`config.mk`:
```
export PLATFORM = sky130hd
export DESIGN_NAME = cbd2_sampler_ctrl_flat
export DESIGN_NICKNAME = d
export VERILOG_FILES = /design/src/rtl/kyber_pkg.sv /design/src/rtl/cbd2_sampler_ctrl_if.sv /design/src/rtl/cbd2_cal.sv /design/src/rtl/cbd2_sampler_ctrl.sv /design/src/flat_wrapper.sv
export SDC_FILE = /design/constraint.sdc
export NUM_CORES = 1
export LEC_CHECK = 0
export CAP_MARGIN = 40
export CELL_PAD_IN_SITES_DETAIL_PLACEMENT = 0
export CELL_PAD_IN_SITES_GLOBAL_PLACEMENT = 2
export CORE_MARGIN = 4
export CORE_UTILIZATION = 30
export CTS_CLUSTER_DIAMETER = 200
export CTS_CLUSTER_SIZE = 40
export DETAILED_ROUTE_END_ITERATION = 8
export PLACE_DENSITY = 0.9
export SETUP_SLACK_MARGIN = 0.4
export SYNTH_ARGS = -nofsm -noshare
export SYNTH_HDL_FRONTEND = slang
export SYNTH_SLANG_ARGS = --single-unit
```
`constraint.sdc`:
```
create_clock -name clk -period 3.5 [get_ports clk]
set_clock_uncertainty 0.2 [all_clocks]
set_input_delay 0.525 -clock clk [delete_from_list [all_inputs] [get_ports clk]]
set_output_delay 0.525 -clock clk [all_outputs]
set_load 0.02 [all_outputs]
```
`src/rtl/kyber_pkg.sv`:
```
// Shared Kyber constants, sampler FSM states and the cbd2_cal output nibble layout.
package kyber_pkg;

  localparam int unsigned KYBER_N            = 256;
  localparam int unsigned KYBER_Q            = 3329;
  localparam int unsigned CBD2_WORDS         = 32;
  localparam int unsigned CBD2_COEF_PER_WORD = 8;
  localparam int unsigned COEF_W             = 12;
  localparam int unsigned ADDR_W             = 8;
  localparam int unsigned WORD_W             = 32;

  typedef enum logic [1:0] {
    ST_IDLE,
    ST_FETCH,
    ST_EMIT,
    ST_DONE
  } cbd2_state_e;

  // Bit offset of coefficient i (0..7) inside the cbd2_cal output word.
  function automatic logic [4:0] cbd2_nib_pos(input logic [2:0] i);
    logic [4:0] pos;
    case (i)
      3'd0:    pos = 5'd24;
      3'd1:    pos = 5'd28;
      3'd2:    pos = 5'd16;
      3'd3:    pos = 5'd20;
      3'd4:    pos = 5'd8;
      3'd5:    pos = 5'd12;
      3'd6:    pos = 5'd0;
      default: pos = 5'd4;
    endcase
    return pos;
  endfunction

endpackage

```
`src/rtl/cbd2_sampler_ctrl_if.sv`:
```
// PRF input stream, start/status and coefficient RAM write port of the CBD2 sampler.
interface cbd2_sampler_ctrl_if;
  import kyber_pkg::*;

  logic                start;
  logic                busy;
  logic                done;
  logic                din_valid;
  logic                din_ready;
  logic [WORD_W-1:0]   din;
  logic                coef_we;
  logic [ADDR_W-1:0]   coef_addr;
  logic [COEF_W-1:0]   coef_data;

  modport master (
    output start, din_valid, din,
    input  busy, done, din_ready, coef_we, coef_addr, coef_data
  );

  modport slave (
    input  start, din_valid, din,
    output busy, done, din_ready, coef_we, coef_addr, coef_data
  );

endinterface

```
`src/rtl/cbd2_cal.sv`:
```
// CBD(eta=2) datapath: turns one PRF word into 8 signed 4-bit coefficients, registered on set.
module cbd2_cal
  import kyber_pkg::*;
(
  input  logic              clk,
  input  logic              rst_n,
  input  logic              set,
  input  logic [WORD_W-1:0] din,
  output logic [WORD_W-1:0] dout
);

  logic [WORD_W-1:0] coefs;

  // Coefficient j = (b0+b1)-(b2+b3) over input nibble j, packed at its output slot.
  always_comb begin
    coefs = '0;
    for (int unsigned j = 0; j < CBD2_COEF_PER_WORD; j++) begin
      logic [3:0] src;
      logic [3:0] c;
      src   = 4'(din >> (4 * j));
      c     = 4'(src[0]) + 4'(src[1]) - 4'(src[2]) - 4'(src[3]);
      coefs = coefs | (WORD_W'(c) << cbd2_nib_pos(3'(j)));
    end
  end

  always_ff @(posedge clk) begin
    if (!rst_n) begin
      dout <= '0;
    end else if (set) begin
      dout <= coefs;
    end
  end

endmodule

```
`src/rtl/cbd2_sampler_ctrl.sv`:
```
// Sequences cbd2_cal to sample one 256-coefficient Kyber polynomial into the poly RAM.
// Build option CBD2_MODQ_EN: emit coefficients reduced into [0, Q) instead of sign-extended.
module cbd2_sampler_ctrl
  import kyber_pkg::*;
(
  input  logic                clk,
  input  logic                rst_n,
  cbd2_sampler_ctrl_if.slave  bus
);

  cbd2_state_e       state, state_nx;
  logic [4:0]        word, word_nx;
  logic [2:0]        sub, sub_nx;
  logic              hs;
  logic [WORD_W-1:0] cal_dout;
  logic [3:0]        nib;
  logic [COEF_W-1:0] sext;
  logic [COEF_W-1:0] coef;

  assign hs = bus.din_valid & bus.din_ready;

  cbd2_cal u_cal (
    .clk   (clk),
    .rst_n (rst_n),
    .set   (hs),
    .din   (bus.din),
    .dout  (cal_dout)
  );

  assign nib  = 4'(cal_dout >> cbd2_nib_pos(sub));
  assign sext = {{(COEF_W-4){nib[3]}}, nib};

`ifdef CBD2_MODQ_EN
  // Adding Q modulo 2^COEF_W maps -1/-2 onto Q-1/Q-2.
  assign coef = nib[3] ? sext + COEF_W'(KYBER_Q) : sext;
`else
  assign coef = sext;
`endif

  always_ff @(posedge clk) begin
    if (!rst_n) begin
      state <= ST_IDLE;
      word  <= '0;
      sub   <= '0;
    end else begin
      state <= state_nx;
      word  <= word_nx;
      sub   <= sub_nx;
    end
  end

  always_comb begin
    state_nx      = state;
    word_nx       = word;
    sub_nx        = sub;
    bus.busy      = (state != ST_IDLE);
    bus.done      = 1'b0;
    bus.din_ready = 1'b0;
    bus.coef_we   = 1'b0;
    bus.coef_addr = '0;
    bus.coef_data = '0;

    case (state)
      ST_IDLE: begin
        if (bus.start) begin
          state_nx = ST_FETCH;
          word_nx  = '0;
          sub_nx   = '0;
        end
      end

      ST_FETCH: begin
        bus.din_ready = 1'b1;
        if (bus.din_valid) begin
          state_nx = ST_EMIT;
          sub_nx   = '0;
        end
      end

      ST_EMIT: begin
        bus.coef_we   = 1'b1;
        bus.coef_addr = {word, sub};
        bus.coef_data = coef;
        if (sub != 3'd7) begin
          sub_nx = sub + 3'd1;
        end else if (word == 5'(CBD2_WORDS - 1)) begin
          state_nx = ST_DONE;
        end else begin
          // Last slot of a word also accepts the next word so emission runs without a bubble.
          bus.din_ready = 1'b1;
          word_nx       = word + 5'd1;
          sub_nx        = '0;
          state_nx      = bus.din_valid ? ST_EMIT : ST_FETCH;
        end
      end

      ST_DONE: begin
        bus.done = 1'b1;
        state_nx = ST_IDLE;
      end

      default: state_nx = ST_IDLE;
    endcase
  end

endmodule
```
`src/flat_wrapper.sv`:
```
// flat-port wrapper written by rule: the top's interface ports become plain ports
module cbd2_sampler_ctrl_flat import kyber_pkg::*;
  (clk, rst_n, bus_start, bus_din_valid, bus_din, bus_busy, bus_done, bus_din_ready, bus_coef_we, bus_coef_addr, bus_coef_data);
  cbd2_sampler_ctrl_if bus_i ();
  input  logic clk;
  input  logic rst_n;
  input wire logic [$bits(bus_i.start)-1:0] bus_start;
  input wire logic [$bits(bus_i.din_valid)-1:0] bus_din_valid;
  input wire logic [$bits(bus_i.din)-1:0] bus_din;
  output wire logic [$bits(bus_i.busy)-1:0] bus_busy;
  output wire logic [$bits(bus_i.done)-1:0] bus_done;
  output wire logic [$bits(bus_i.din_ready)-1:0] bus_din_ready;
  output wire logic [$bits(bus_i.coef_we)-1:0] bus_coef_we;
  output wire logic [$bits(bus_i.coef_addr)-1:0] bus_coef_addr;
  output wire logic [$bits(bus_i.coef_data)-1:0] bus_coef_data;
  assign bus_i.start = bus_start;
  assign bus_i.din_valid = bus_din_valid;
  assign bus_i.din = bus_din;
  assign bus_busy = bus_i.busy;
  assign bus_done = bus_i.done;
  assign bus_din_ready = bus_i.din_ready;
  assign bus_coef_we = bus_i.coef_we;
  assign bus_coef_addr = bus_i.coef_addr;
  assign bus_coef_data = bus_i.coef_data;
  cbd2_sampler_ctrl u_core (.clk(clk), .rst_n(rst_n), .bus(bus_i));
endmodule
```
=== Word level (Yosys, flattened, before mapping) ===
Index checks and enable logic that the tools add are counted.

* Flip-flop bits (word level): 42
* Input bits: 36
* Output and inout port bits: 24

* $add $sub $neg: 26
* Equality and inequality tests: 16
* Shift operators: 1
* Muxes and demuxes: 23
* Bitwise operators: 8
* Reductions and logical operators: 8

{| class="wikitable"
|+ Operator list
! operator !! number
|-
| case mux 5 bit (7 select lines) || 1
|-
| OR 28 x 32 -> 32 bit || 1
|-
| OR 32 x 12 -> 32 bit || 1
|-
| OR 32 x 16 -> 32 bit || 1
|-
| OR 32 x 20 -> 32 bit || 1
|-
| OR 32 x 24 -> 32 bit || 1
|-
| OR 32 x 4 -> 32 bit || 1
|-
| OR 32 x 8 -> 32 bit || 1
|-
| >> shifter 32 x 5 -> 4 bit || 1
|-
| subtractor 3 x 2 -> 4 bit || 6
|-
| subtractor 2 x 1 -> 3 bit || 7
|-
| adder 1 x 1 -> 2 bit || 8
|-
| 2-to-1 mux 5 bit || 3
|-
| 2-to-1 mux 12 bit || 1
|-
| 2-to-1 mux 3 bit || 4
|-
| subtractor 4 x 1 -> 4 bit || 3
|-
| 2-to-1 mux 2 bit || 5
|-
| case mux 5 bit (2 select lines) || 1
|-
| == test 3 bit (second input constant) || 3
|-
| case mux 3 bit (3 select lines) || 1
|-
| 2-to-1 mux 8 bit || 1
|-
| != test 2 bit (second input constant) || 4
|-
| case mux 2 bit (4 select lines) || 1
|-
| AND reduction 4 bit || 2
|-
| 17 further kinds || 23
|}

=== Longest topological paths before layout ===
* Word-level depth: 10
* Depth in mapped cells: 10
* Gate-level depth less buffers: 10

=== Cells and area by module ===
A second synthesis with hierarchy kept.

* Cell total of the unflattened synthesis: 302
* Area total of the unflattened synthesis: 2712.6 µm²

{| class="wikitable"
|+ Modules (own cells, without submodules)
! module !! times used !! cells an instance !! area an instance (µm²) !! sequential area each (µm²)
|-
| cbd2_cal || 1 || 147 || 1493.9 || 480.5
|-
| cbd2_sampler_ctrl || 1 || 155 || 1218.7 || 200.2
|}

=== Worst setup path after synthesis ===
Ideal clock, no wire load.

* Kind: register to output
* Start point: reg u_core.sub[0]
* End point: out bus_coef_data[10]
* Data arrival time: 2467 ps
* Slack: 308 ps
* Cell stages (with the launch flop): 9
* Path through: dfxtp_1 > ha_1 > ha_1 > nor4_4 > buf_4 > o21a_1 > o31ai_1 > o211ai_1 > buf_4

* Longest elaborated chain between the ends: 4
* Elaborated cells on any way between the ends: 10

{| class="wikitable"
|+ RTL lines
! item !! line !! RTL
|-
| start: declaration || cbd2_sampler_ctrl.sv:13 || <nowiki>logic [2:0] sub, sub_nx;</nowiki>
|-
| start signal: assignment || cbd2_sampler_ctrl.sv:48 || <nowiki>sub <= sub_nx;</nowiki>
|-
| == test 3 bit, or another cell as far along || kyber_pkg.sv:22 || <nowiki>case (i)</nowiki>
|-
| case mux 5 bit (7 select lines) (*) || kyber_pkg.sv:22 ||
|-
| >> shifter 32 x 5 -> 4 bit (*) || cbd2_sampler_ctrl.sv:30 || <nowiki>assign nib = 4'(cal_dout >> cbd2_nib_pos(sub));</nowiki>
|-
| 2-to-1 mux 12 bit (*) || cbd2_sampler_ctrl.sv:63 || <nowiki>case (state)</nowiki>
|-
| end: declaration || flat_wrapper.sv:15 || <nowiki>output wire logic [$bits(bus_i.coef_data)-1:0] bus_coef_data;</nowiki>
|}

Mark *: on every way between the ends. The rest lies on a longest branch, timed or not.

=== Final worst setup path ===
* Start point: reg u_core.sub[0]
* End point: out bus_coef_data[1]

Same word-level chain as after synthesis.

==> flow_summary_export.csv <==
group,metric,value,unit
outcome,status,"complete, no violations",
global_routing,grt_pass1_vias,2013,
floorplanning,ios,60,
synth,ys_top_cells_by_area,"dfxtp_1 (26%), ha_1 (17%), inv_1 (6.5%), fa_1 (6.0%), o211a_1 (6.0%)",
global_routing,grt_overflow,0,
worst_setup_path,r2r_cells,8,
synth,postSynthCellCount,303,
worst_setup_path,critPathKind,"reg -> out",
worst_setup_path,cp.required,2.77,ns
floorplanning,start_util,0.305,
clocking,insertion_delay,0.29,ns
worst_setup_path,end_kind,"output pin",
synth,synth_edf_count,0,
clocking,cts.sinks,34,
synth,synth_top_cell_by_area,"dfxtp_1",
floorplanning,rows,34,
min_path,hp-class,"reg -> reg",
layout,area_growth,33.3,%
placement,port_buffers,59,
global_routing,grt_util_all_layers,0.108,
routing,vias,2191,
power,power.density,421,mW/mm^2
clocking,cts.htree.levels,2,
sta,worst_hold_slack,0.269,ns
layout,final_cell_mix,"inv_1 (46), clkdlybuf4s50_1 (46), nand2_1 (38), dfxtp_1 (32), ha_1 (31)",
sta,final-setup-viol-count,0,
floorplanning,die-area,0.0104,sq mm
global_routing,grt_pass1_wl,9020,um
job,max_cap_violations,0,
sta,drv_slew,0,
sta,max_slew_margin,0.608,
routing,final_antenna_net_count,0,
placement,pre_cts_ws,-0.0939,ns
global_routing,antenna_found_initial,0,
floorplanning,die_w,102,um
layout,final_layout_size_suffix_gt1_frac,0.146,
clocking,tritoncts,"done",
synth,synth_cell_types,37,
synth,synth_warnings,0,
placement,dp_hpwl,4390,um
sta,fmax,326,MHz
layout,finalNetCount,447,
clocking,clk_pin_slew,0.07,ns
sta,timing.final.ws_setup,0.429,ns
routing,drt-vias-per-instance,4.59,
routing,route.detailed.drc,0,
sta,tightestPinTransition,0.586,ns
sta,rsz0062_at_grt,"true",
floorplanning,core,0.00868,sq mm
sta,tns,0,ns
synth,synth_area,0.00265,sq mm
sta,fin_crit_sh,0.878,
floorplanning,die_h,102,um
synth,synthArstFlopShare,0,
clocking,cts_root_buffer,"clkbuf_8",
synth,synth_top_area_share,0.257,
sta,fin_crit,3.07,ns
synth,syn_area_per_cell,8.75,sq um
sta,finalHoldViolations,0,
synth,seq_area_frac_synth,0.257,
worst_setup_path,critPathLaunchType,"flip-flop",
routing,wl_per_cell,11.9,um
layout,n_antenna_cell,0,
power,ir_worst_vdd,164,uV
routing,initialDrtViolationCount,65,
layout,fillers,901,
power,p_total,1490,uW
global_routing,grt_max_degree,40,
worst_setup_path,cp_max_fo,6,
clocking,cts_buffer_depth,2,
clocking,cts_buffers,5,
synth,synth_seq_cells,34,
synth,ys.flop_type,"dfxtp_1",
routing,drt_wl_total,5660,um
min_path,hold_depth,2,
worst_setup_path,crit_arrival,2.35,ns
routing,first_pass_iters,4,
placement,gp_congestion,0.785,
synth,syn-num-nets,382,
power,p_leak,0.00176,uW
[power breakdown]
part           internal (uW)  leakage (uW)  switching (uW)
Clock                    304     0.0000714             148
Combinational            263       0.00141             290
Sequential               441      0.000277            40.6
Total                   1010       0.00176             478
[worst max-delay path, cell delays in order (launching register included)]
cell,delay [ns]
dfxtp_4,0.37
ha_4,0.17
ha_4,0.16
nor4_4,0.30
buf_4,0.19
buf_6,0.10
buf_6,0.09
nor3b_2,0.04
o31ai_1,0.28
o211ai_1,0.15
buf_4,0.19
[path summary, 6_finish.rpt]
check	from	to	slack, ns
setup / recovery	u_core.sub[0]$_SDFFE_PN0P_	bus_coef_data[1]	0.43
hold reg to reg	u_core.u_cal.dout[21]$_SDFFE_PN0P_	u_core.u_cal.dout[21]$_SDFFE_PN0P_	0.27
setup reg to reg	u_core.sub[0]$_SDFFE_PN0P_	u_core.u_cal.dout[25]$_SDFFE_PN0P_	1.18
hold / removal	u_core.u_cal.dout[21]$_SDFFE_PN0P_	u_core.u_cal.dout[21]$_SDFFE_PN0P_	0.27
[sequential cells by signal, indices dropped and copies added (netlist names)]
name / count
u_core.u_cal.dout: 24
u_core.word: 5
u_core.sub: 3
u_core.state: 2
[repair_timing]
item | 4_1_cts | 5_1_grt
gates cloned | 0 | 0
hold buffers | 0 | 0
pin swaps | 5 | 6
setup endpoints to repair | 13 | 13
buffers inserted | 2 | 5
hold endpoints to repair | 0 | 0
gates resized for setup | 50 | 14
[per-stage QoR]
| stage | cells | instance area, sq um | utilization |
|---|---|---|---|
| 3_3_place_gp | 461 | 3320 | 0.383 |
| 5_1_grt | 477 | 3530 | 0.407 |
| 3_5_place_dp | 462 | 3340 | 0.385 |
| 2_1_floorplan | 303 | 2650 | - |
| 4_1_cts | 472 | 3490 | 0.403 |
| 6_report | 477 | 3530 | 0.407 |
[cell type report]
class,count,area [sq um],share of cell area
inverters,46,173,0.0489
repair buffers,81,716,0.203
well taps,108,135,0.0382
multi-input cells,200,1680,0.475
clock inverters,2,60.1,0.0170
flip-flops and latches,34,688,0.195
clock buffers,6,82.6,0.0234
[metal layers]
metal	track usage	vias to the layer above	wire length [um]
met2	0.182	57	2630
met3	0.0232	11	364
met5	0	-	0
met1	0.135	989	2510
li1	-	1134	-
met4	0.0424	0	144
[cells in the mapped netlist (5+ instances only)]
cell      number
clkbuf_1       5
nor3b_1       10
buf_4         10
o21a_1        14
and2_1        10
nand2_1       38
a21boi_0      10
inv_1         46
o21ai_0        9
nor2b_1        6
dfxtp_1       34
o211a_1       16
o211ai_1       5
fa_1           8
ha_1          35
[cells by family (layout without fill, tap and decap cells)]
group,count (synthesis),in the layout,synth area share
DFF,34,34,0.257
muxes,2,2,0.00755
adders and majority gates,43,43,0.226
AOI/OAI and AO/OA,67,67,0.202
xor gates and xnor gates,2,2,0.00661
and+or+nand+nor,86,86,0.177
buffers and inverters,69,135,0.125
Note: power is estimated with default switching activity, not from simulation.
